`src/rtl/board_ram_arbiter.sv`:
```
// board_ram_arbiter
//   Shares the single-port board-state RAM (64 squares x 4-bit piece code)
//   between the VGA pixel pipeline and the chess game logic.
//   - VGA port: absolute priority, fixed read latency (data in the cycle
//     after the second edge following the request edge), never stalled.
//   - Logic port: ready/valid handshake. Writes are posted into a small FIFO
//     and drained in slots the VGA leaves idle. A read is held until the FIFO
//     is empty, so it always observes every earlier write.
//
// Ports
//   iCLK, iRST               clock, asynchronous active-high reset
//   iVGA_REQ/iVGA_ADDR       VGA read request and address
//   oVGA_DATA/oVGA_VALID     VGA read data, 1-cycle valid pulse
//   iL_REQ/iL_WE/iL_ADDR/iL_WDATA  logic transaction request
//   oL_READY                 transaction accepted when iL_REQ & oL_READY
//   oL_RDATA/oL_RVALID       logic read data, 1-cycle valid pulse
//   oRAM_ADDR/oRAM_WE/oRAM_WDATA   registered RAM command
//   iRAM_RDATA               RAM read data, one edge after the address
//   oBUSY                    posted writes pending or logic read outstanding
module board_ram_arbiter #(
  parameter int ADDR_W      = 6,
  parameter int DATA_W      = 4,
  parameter int WFIFO_DEPTH = 4
) (
  input  logic              iCLK,
  input  logic              iRST,
  input  logic              iVGA_REQ,
  input  logic [ADDR_W-1:0] iVGA_ADDR,
  output logic [DATA_W-1:0] oVGA_DATA,
  output logic              oVGA_VALID,
  input  logic              iL_REQ,
  input  logic              iL_WE,
  input  logic [ADDR_W-1:0] iL_ADDR,
  input  logic [DATA_W-1:0] iL_WDATA,
  output logic              oL_READY,
  output logic [DATA_W-1:0] oL_RDATA,
  output logic              oL_RVALID,
  output logic [ADDR_W-1:0] oRAM_ADDR,
  output logic              oRAM_WE,
  output logic [DATA_W-1:0] oRAM_WDATA,
  input  logic [DATA_W-1:0] iRAM_RDATA,
  output logic              oBUSY
);

  localparam int PTR_W = $clog2(WFIFO_DEPTH);
  localparam int CNT_W = PTR_W + 1;

  typedef enum logic [1:0] {SLOT_IDLE, SLOT_VGA, SLOT_READ, SLOT_WRITE} slot_e;
  typedef enum logic [1:0] {TAG_NONE, TAG_VGA, TAG_LOGIC} tag_e;

  // Posted-write FIFO
  logic [ADDR_W-1:0] r_fifo_addr [WFIFO_DEPTH];
  logic [DATA_W-1:0] r_fifo_data [WFIFO_DEPTH];
  logic [PTR_W-1:0]  r_wr_ptr, r_rd_ptr;
  logic [CNT_W-1:0]  r_count;

  // Read-hold register and two-stage slot tag pipeline
  logic              r_hold;
  logic [ADDR_W-1:0] r_hold_addr;
  tag_e              r_tag1, r_tag2;

  // Registered outputs
  logic [ADDR_W-1:0] r_ram_addr;
  logic              r_ram_we;
  logic [DATA_W-1:0] r_ram_wdata;
  logic [DATA_W-1:0] r_vga_data, r_l_rdata;
  logic              r_vga_valid, r_l_rvalid, r_l_ready, r_busy;

  slot_e             w_slot;
  tag_e              w_tag1_nxt;
  logic              w_accept, w_accept_rd, w_push, w_pop;
  logic              w_hold_nxt, w_inflight_nxt, w_ready_nxt, w_busy;
  logic [CNT_W-1:0]  w_count_nxt;

  // Slot arbitration: VGA, then held read (only once the FIFO is empty),
  // then FIFO head write, else idle.
  // NOTE: every always_comb output gets a default first so no path leaves it
  // unassigned -- that is what keeps latches from being inferred.
  always_comb begin
    w_slot     = SLOT_IDLE;
    w_tag1_nxt = TAG_NONE;
    if (iVGA_REQ) begin
      w_slot     = SLOT_VGA;
      w_tag1_nxt = TAG_VGA;
    end else if (r_hold && (r_count == '0)) begin
      w_slot     = SLOT_READ;
      w_tag1_nxt = TAG_LOGIC;
    end else if (r_count != '0) begin
      w_slot     = SLOT_WRITE;
    end
  end

  assign w_accept    = iL_REQ & r_l_ready;
  assign w_accept_rd = w_accept & ~iL_WE;
  assign w_push      = w_accept & iL_WE;
  assign w_pop       = (w_slot == SLOT_WRITE);
  assign w_count_nxt = r_count + CNT_W'(w_push) - CNT_W'(w_pop);
  assign w_hold_nxt  = (r_hold & (w_slot != SLOT_READ)) | w_accept_rd;

  // A logic read counts as in flight from its issue slot through its RVALID
  // cycle, so READY only returns in the cycle after RVALID.
  assign w_inflight_nxt = (w_tag1_nxt == TAG_LOGIC) | (r_tag1 == TAG_LOGIC) |
                          (r_tag2 == TAG_LOGIC);

  // READY is registered from the post-edge state, so during any cycle it
  // reflects the FIFO count at the start of that cycle: a full FIFO never
  // accepts a push, even if the same edge pops.
  assign w_ready_nxt = ~w_hold_nxt & ~w_inflight_nxt &
                       (w_count_nxt < CNT_W'(WFIFO_DEPTH));

  assign w_busy = (r_count != '0) | r_hold | (r_tag1 == TAG_LOGIC) |
                  (r_tag2 == TAG_LOGIC);

  // NOTE: sequential state uses non-blocking assignments so every register
  // samples pre-edge values regardless of statement order.
  always_ff @(posedge iCLK or posedge iRST) begin
    if (iRST) begin
      r_wr_ptr    <= '0;
      r_rd_ptr    <= '0;
      r_count     <= '0;
      r_hold      <= 1'b0;
      r_hold_addr <= '0;
      r_tag1      <= TAG_NONE;
      r_tag2      <= TAG_NONE;
      r_ram_addr  <= '0;
      r_ram_we    <= 1'b0;
      r_ram_wdata <= '0;
      r_vga_data  <= '0;
      r_vga_valid <= 1'b0;
      r_l_rdata   <= '0;
      r_l_rvalid  <= 1'b0;
      r_l_ready   <= 1'b0;
      r_busy      <= 1'b0;
    end else begin
      r_count <= w_count_nxt;
      if (w_push) r_wr_ptr <= r_wr_ptr + PTR_W'(1);
      if (w_pop)  r_rd_ptr <= r_rd_ptr + PTR_W'(1);

      r_hold <= w_hold_nxt;
      if (w_accept_rd) r_hold_addr <= iL_ADDR;

      r_tag1 <= w_tag1_nxt;
      r_tag2 <= r_tag1;

      // Idle slots keep the previous address; only write slots assert WE.
      r_ram_we <= 1'b0;
      case (w_slot)
        SLOT_VGA:  r_ram_addr <= iVGA_ADDR;
        SLOT_READ: r_ram_addr <= r_hold_addr;
        SLOT_WRITE: begin
          r_ram_addr  <= r_fifo_addr[r_rd_ptr];
          r_ram_wdata <= r_fifo_data[r_rd_ptr];
          r_ram_we    <= 1'b1;
        end
        default: ;
      endcase

      // RAM data for a slot arrives one edge after its address, so the tag
      // that reached stage 2 identifies who owns iRAM_RDATA now.
      r_vga_valid <= (r_tag2 == TAG_VGA);
      if (r_tag2 == TAG_VGA) r_vga_data <= iRAM_RDATA;
      r_l_rvalid  <= (r_tag2 == TAG_LOGIC);
      if (r_tag2 == TAG_LOGIC) r_l_rdata <= iRAM_RDATA;

      r_l_ready <= w_ready_nxt;
      r_busy    <= w_busy;
    end
  end

  // NOTE: FIFO storage has no reset; r_count alone decides which entries are
  // live, so clearing the payload would cost flops for nothing.
  always_ff @(posedge iCLK) begin
    if (w_push) begin
      r_fifo_addr[r_wr_ptr] <= iL_ADDR;
      r_fifo_data[r_wr_ptr] <= iL_WDATA;
    end
  end

  assign oVGA_DATA  = r_vga_data;
  assign oVGA_VALID = r_vga_valid;
  assign oL_READY   = r_l_ready;
  assign oL_RDATA   = r_l_rdata;
  assign oL_RVALID  = r_l_rvalid;
  assign oRAM_ADDR  = r_ram_addr;
  assign oRAM_WE    = r_ram_we;
  assign oRAM_WDATA = r_ram_wdata;
  assign oBUSY      = r_busy;

endmodule

```
`config.mk`:
```
export PLATFORM = sky130hd
export DESIGN_NAME = board_ram_arbiter
export DESIGN_NICKNAME = d
export VERILOG_FILES = /design/src/rtl/board_ram_arbiter.sv
export SDC_FILE = /design/constraint.sdc
export NUM_CORES = 1
export LEC_CHECK = 0
export CORE_MARGIN = 1.5
export CORE_UTILIZATION = 48
export CTS_CLUSTER_SIZE = 20
export DETAILED_ROUTE_END_ITERATION = 10
export PLACE_DENSITY = 0.77
export SLEW_MARGIN = 30
export SYNTH_ARGS = -nofsm -noshare
export SYNTH_HDL_FRONTEND = slang
export SYNTH_SLANG_ARGS = --single-unit
```
`constraint.sdc`:
```
create_clock -name iCLK -period 2.4 [get_ports iCLK]
set_input_delay 0.48 -clock iCLK [delete_from_list [all_inputs] [get_ports iCLK]]
set_output_delay 0.48 -clock iCLK [all_outputs]
set_load 0.03 [all_outputs]
```
* After elaboration in Yosys (flattened, before gate mapping)
Memories as Yosys holds them, arrays and structs flattened. A register that Yosys moved wholly into a read port is not among the register bits. Cells that the tools add are included. Widths: inputs -> output; s select.
Storage, ports and cells: bits in registers 37, RAM bits 40, word-level logic and storage cells 58, memories kept 2
Memories:
- r_fifo_addr | depth 4, width 6, rd ports 1, clocked after memory_dff 0, wr ports 1, line 52 | logic [ADDR_W-1:0] r_fifo_addr [WFIFO_DEPTH];
- r_fifo_data | depth 4, width 4, rd ports 1, clocked after memory_dff 1, wr ports 1, line 53 | logic [DATA_W-1:0] r_fifo_data [WFIFO_DEPTH];
Cells by class: $add $sub $neg 4, order comparisons 1, equal/unequal tests 8, muxes and demuxes 9, bitwise operators 15, reduce and logical (&&, ||, !) cells 4
Operator list (number):
- $pmux 6 s3 | 1
- $eq 2x2->1 const B | 5
- $mux 2 | 5
- $and 1x1->1 | 6
- $or 1x1->1 | 6
- $reduce_bool 3->1 | 2
- $add 2x1->2 const B | 2
- $eq 2x1->1 const B | 2
- $add 3x1->3 | 1
- $logic_not 3->1 | 1
- $lt 3x3->1 const B | 1
- $mux 1 | 3
- $not 1->1 | 3
- $sub 3x1->3 | 1
- $ne 2x2->1 const B | 1
- $logic_and 1x1->1 | 1

* Logic depth before layout (Yosys ltp)
word-level depth 10, depth in mapped cells 9

* Least setup slack after synthesis
OpenSTA, ideal clock, no wires.
path type register -> register, start register r_l_ready (netlist: oL_READY), end register r_l_ready (netlist: oL_READY), setup time 0.120 ns, arrival 2.140 ns, slack 0.140 ns, cell stages (with the launch flop) 10, buffers on the path 1, clock period less this slack 2.260 ns, cells stage by stage dfrtp_1 > and3_1 > clkbuf_1 > xor2_1 > ha_1 > inv_1 > fa_1 > xnor2_1 > xnor2_1 > and3b_1
On the way: cells in the longest elaborated chain, start to end 6
RTL lines:
- from (decl) | line 67 | logic r_vga_valid, r_l_rvalid, r_l_ready, r_busy;
- from (signal assigned) | line 165 | r_l_ready <= w_ready_nxt;
- $and 1x1->1 | line 93 | assign w_accept = iL_REQ & r_l_ready;
- $and 1x1->1 | line 95 | assign w_push = w_accept & iL_WE;
- $add 3x1->3 | line 97 | assign w_count_nxt = r_count + CNT_W'(w_push) - CNT_W'(w_pop);
- $sub 3x1->3 | line 97
- named net w_count_nxt[2] | line 73 | logic [CNT_W-1:0] w_count_nxt;
- $lt 3x3->1 | line 109 | (w_count_nxt < CNT_W'(WFIFO_DEPTH));
- $and 1x1->1 | line 108 | assign w_ready_nxt = ~w_hold_nxt & ~w_inflight_nxt &
- named net w_ready_nxt | line 72 | logic w_hold_nxt, w_inflight_nxt, w_ready_nxt, w_busy;
The timed path passes the listed nets, and every way through them passes these cells. A chain may end at the register's enable or synchronous reset.

* Final worst setup path
start input port iL_REQ, end register r_l_ready (netlist: oL_READY)
On the way: cells in the longest elaborated chain, start to end 6
RTL lines:
- from (decl) | line 31 | input logic iL_REQ,
- $and 1x1->1 | line 93
- $and 1x1->1 | line 95
- $add 3x1->3 | line 97
- $sub 3x1->3 | line 97
- named net w_count_nxt[2] | line 73
- $lt 3x3->1 | line 109
- $and 1x1->1 | line 108
- named net w_ready_nxt | line 72
The timed path passes the listed nets, and every way through them passes these cells.

==> out/metrics.csv <==
metric,value,unit
Synth Net Count,217,
P_leak,1.569,nW
Unique masters post-synth,30,
CP max FO,2,
htree depth,3,
clock buffer depth,2,
period utilization,93.30,%
Total Power,4.354,mW
Port-buffer cells,47,
number of nets in the layout,280,
FF/Latch Area,2227,µm²
Max-Slew Margin vs Limit,65.61,%
Synth Register Bits,81,
Initial DRC Count,147,
total grt overflow,0,
initial antenna violation count,0,
Sink Count,81,
fill count,474,
skew final,0.008042,ns
RePlAce Congestion,0.7125,
Yosys top cell area share,37.80,%
n_diodes,0,
DP HPWL,3895,µm
Top-Level Pins,48,
main area contributors after synthesis,"edfxtp_1 (38%), dfrtp_1 (32%), mux2_2 (6.4%), mux4_1 (5.0%), mux4_2 (2.8%)",
Max Cap Violations,0,
Clock Latency Late Sink,0.35,ns
Horiz. Die Dim,84.37,µm
CTS root buf,clkbuf_8,
final hold vios,0,
number of synthesized flops with an enable pin,40,
"Slowest-stage cell, CP",clkdlybuf4s50_1,
maximum VDD drop,0.0005998,V
outcome,"finished, final reports clean",
"Hold-fix buffers, CTS",0,
Die ar.,7118,µm²
Pwr Density,1090,nW/µm²
sequential share of the synthesized area,70.08,%
DR pass1 iterations,4,
first-pass GRT wire length,9370,µm
Cells after Synth,186,
crit path capture type,register,
critical path launch point type,input pin,
number of global-route vias before repair,1835,
die height,84.37,µm
"Async S/R FF share, synth",50.62,%
Hold Slack,0.3774,ns
layout cell share with drive strength beyond 1,20.08,%
drt total wl,5868,µm
Post-Syn Area per Cell,17.09,µm²
vias per cell,5.429,
CP arrival,2.48,ns
"Reg clk slew, reported paths",0.08,ns
fmax,0.4466,GHz
residual DRC count,0,
CTS tree,done,
worst slew pin tran,0.5158,ns
sequence of cells on the critical path,clkdlybuf4s50_1 > and3_1 > xor2_1 > ha_1 > inv_1 > fa_1 > xnor2_1 > xnor2_1 > and3b_1,
Crit Path Class,input pin to register,
Final ANT Viol Nets,0,
CP dominant cell by count,xnor2_1,
pin count of the biggest net entering global routing,42,
Post-Syn Area,3178,µm²
Tmin final,2.239,ns
"count leader, synth",dfrtp_1,
Syn. warnings,0,
synth cell count leaders,"dfrtp_1 (41), edfxtp_1 (40), mux2_2 (18)",
vias,1797,
starting density of the core,49.76,%
GRT Total Usage,17.80,%
Yosys top cell by area,edfxtp_1,
area occupied by multi-input gates,889.6,µm²
crit-path max cell delay,0.47,ns
Placeable Area,6386,µm²
Inserted Clock Buffers,9,
"Top FF cell, synth",dfrtp_1,
data required time of the critical path,2.64,ns
Hold/Removal Path Class,register to register,
RSZ-0062 raised after global routing,false,
Rows,29,
WL per Instance,17.73,µm
fin. max-slew vios,0,
Area growth syn-to-layout,25.75,%
Final Setup Violations,0,
==> layout by cell type (no fill, tap or decap), types with 2 or more instances in the layout <==
cell | synthesis | layout
o311ai_1 | 2 | 2
edfxtp_1 | 40 | 40
buf_4 | 0 | 12
dfrtp_1 | 41 | 41
nor3_1 | 4 | 3
nand2_1 | 8 | 8
mux4_1 | 6 | 6
clkinv_2 | 0 | 2
clkdlybuf4s50_1 | 0 | 47
and2_1 | 4 | 4
nand4_1 | 3 | 3
mux2i_1 | 3 | 3
ha_1 | 5 | 5
xor2_1 | 2 | 2
nand3b_1 | 4 | 4
nor4_1 | 2 | 2
o21ai_0 | 2 | 2
clkbuf_8 | 0 | 10
mux4_2 | 4 | 4
nand3_1 | 10 | 10
xnor2_1 | 4 | 4
mux2_2 | 18 | 18
nor2b_1 | 2 | 2
inv_1 | 8 | 8
==> metrics by stage <==
stage               utilization [%]  area [µm²]  cells  TNS (ns)  setup slack [ns]
finish                        62.58        3996    331         0            0.1608
global placement              59.48        3799    315  -0.09466          -0.09466
detailed placement            59.48        3799    315   -0.1792           -0.1792
global route                  62.58        3996    331         0           0.04350
floorplan                         -        3178    186         0            0.1400
CTS                           62.50        3991    331         0            0.1425
==> metal layers <==
layer | vias to the layer above | share of wire, % | global-route usage (%)
li1 | 823 | - | -
met1 | 906 | 42 | 21.95
met2 | 58 | 51 | 29.75
met3 | 10 | 5.2 | 4.425
met4 | 0 | 1.5 | 8.358
met5 | - | 0 | 0
==> final timing paths <==
| check | start | to | slack [ns] | depth (start not counted) |
|---|---|---|---|---|
| max in group asynchronous | iRST | oRAM_ADDR[2] | 1.48 | 3 |
| min in group asynchronous | iRST | oRAM_WDATA[3] | 0.56 | 3 |
| hold reg to reg | r_tag1[1] | r_tag2[1] | 0.38 | 0 |
| setup reg to reg | r_count[2] | oL_READY | 0.17 | 9 |
| hold / removal | r_tag1[1] | r_tag2[1] | 0.38 | 0 |
| setup / recovery | iL_REQ | oL_READY | 0.16 | 9 |
==> cells by family (layout without fill, tap and decap cells) <==
kind of cell | count (synthesis) | after routing | share of synthesized area, %
AOI/OAI and AO/OA | 5 | 5 | 1.142
xor gates and xnor gates | 6 | 6 | 1.654
adders and majority gates | 6 | 6 | 2.598
buffers and inverters | 15 | 83 | 2.087
DFF | 81 | 81 | 70.08
muxes | 31 | 31 | 15.12
and+or+nand+nor | 42 | 42 | 7.323
==> repair_timing <==
item                                    in CTS  in global routing
resized for setup                            0                  1
endpoints found under the setup margin       0                  1
setup buffers                                0                  0
==> critical path, delay by kind of cell <==
family	cells	cell delay [ns]
xor+xnor	3	0.54
fa+ha+maj	2	0.55
buf+inv	2	0.52
simple gates	2	0.39
==> flip-flops by register name (all words and copies together) (netlist names), 3 cells and up <==
register and flops:
r_fifo_data 16, r_fifo_addr 24, oRAM_ADDR 6, oVGA_DATA 4
r_count 3, oL_RDATA 4, r_hold_addr 6, oRAM_WDATA 4
==> power breakdown <==
part	switching, mW	internal, mW	total [mW]
Clock	0.481	0.466	0.947
Sequential	0.245	1.75	1.99
Combinational	0.687	0.728	1.42
==> cell type report <==
cell class	instances	area share [%]
Clock buffer	12	4.164
Clock inverter	4	0.6575
Tap cell	77	2.411
Sequential cell	81	55.73
Inverter	8	0.7514
Timing Repair Buffer	59	14.03
Multi-Input combinational cell	90	22.26
Note: power is estimated with default switching activity, not from simulation.
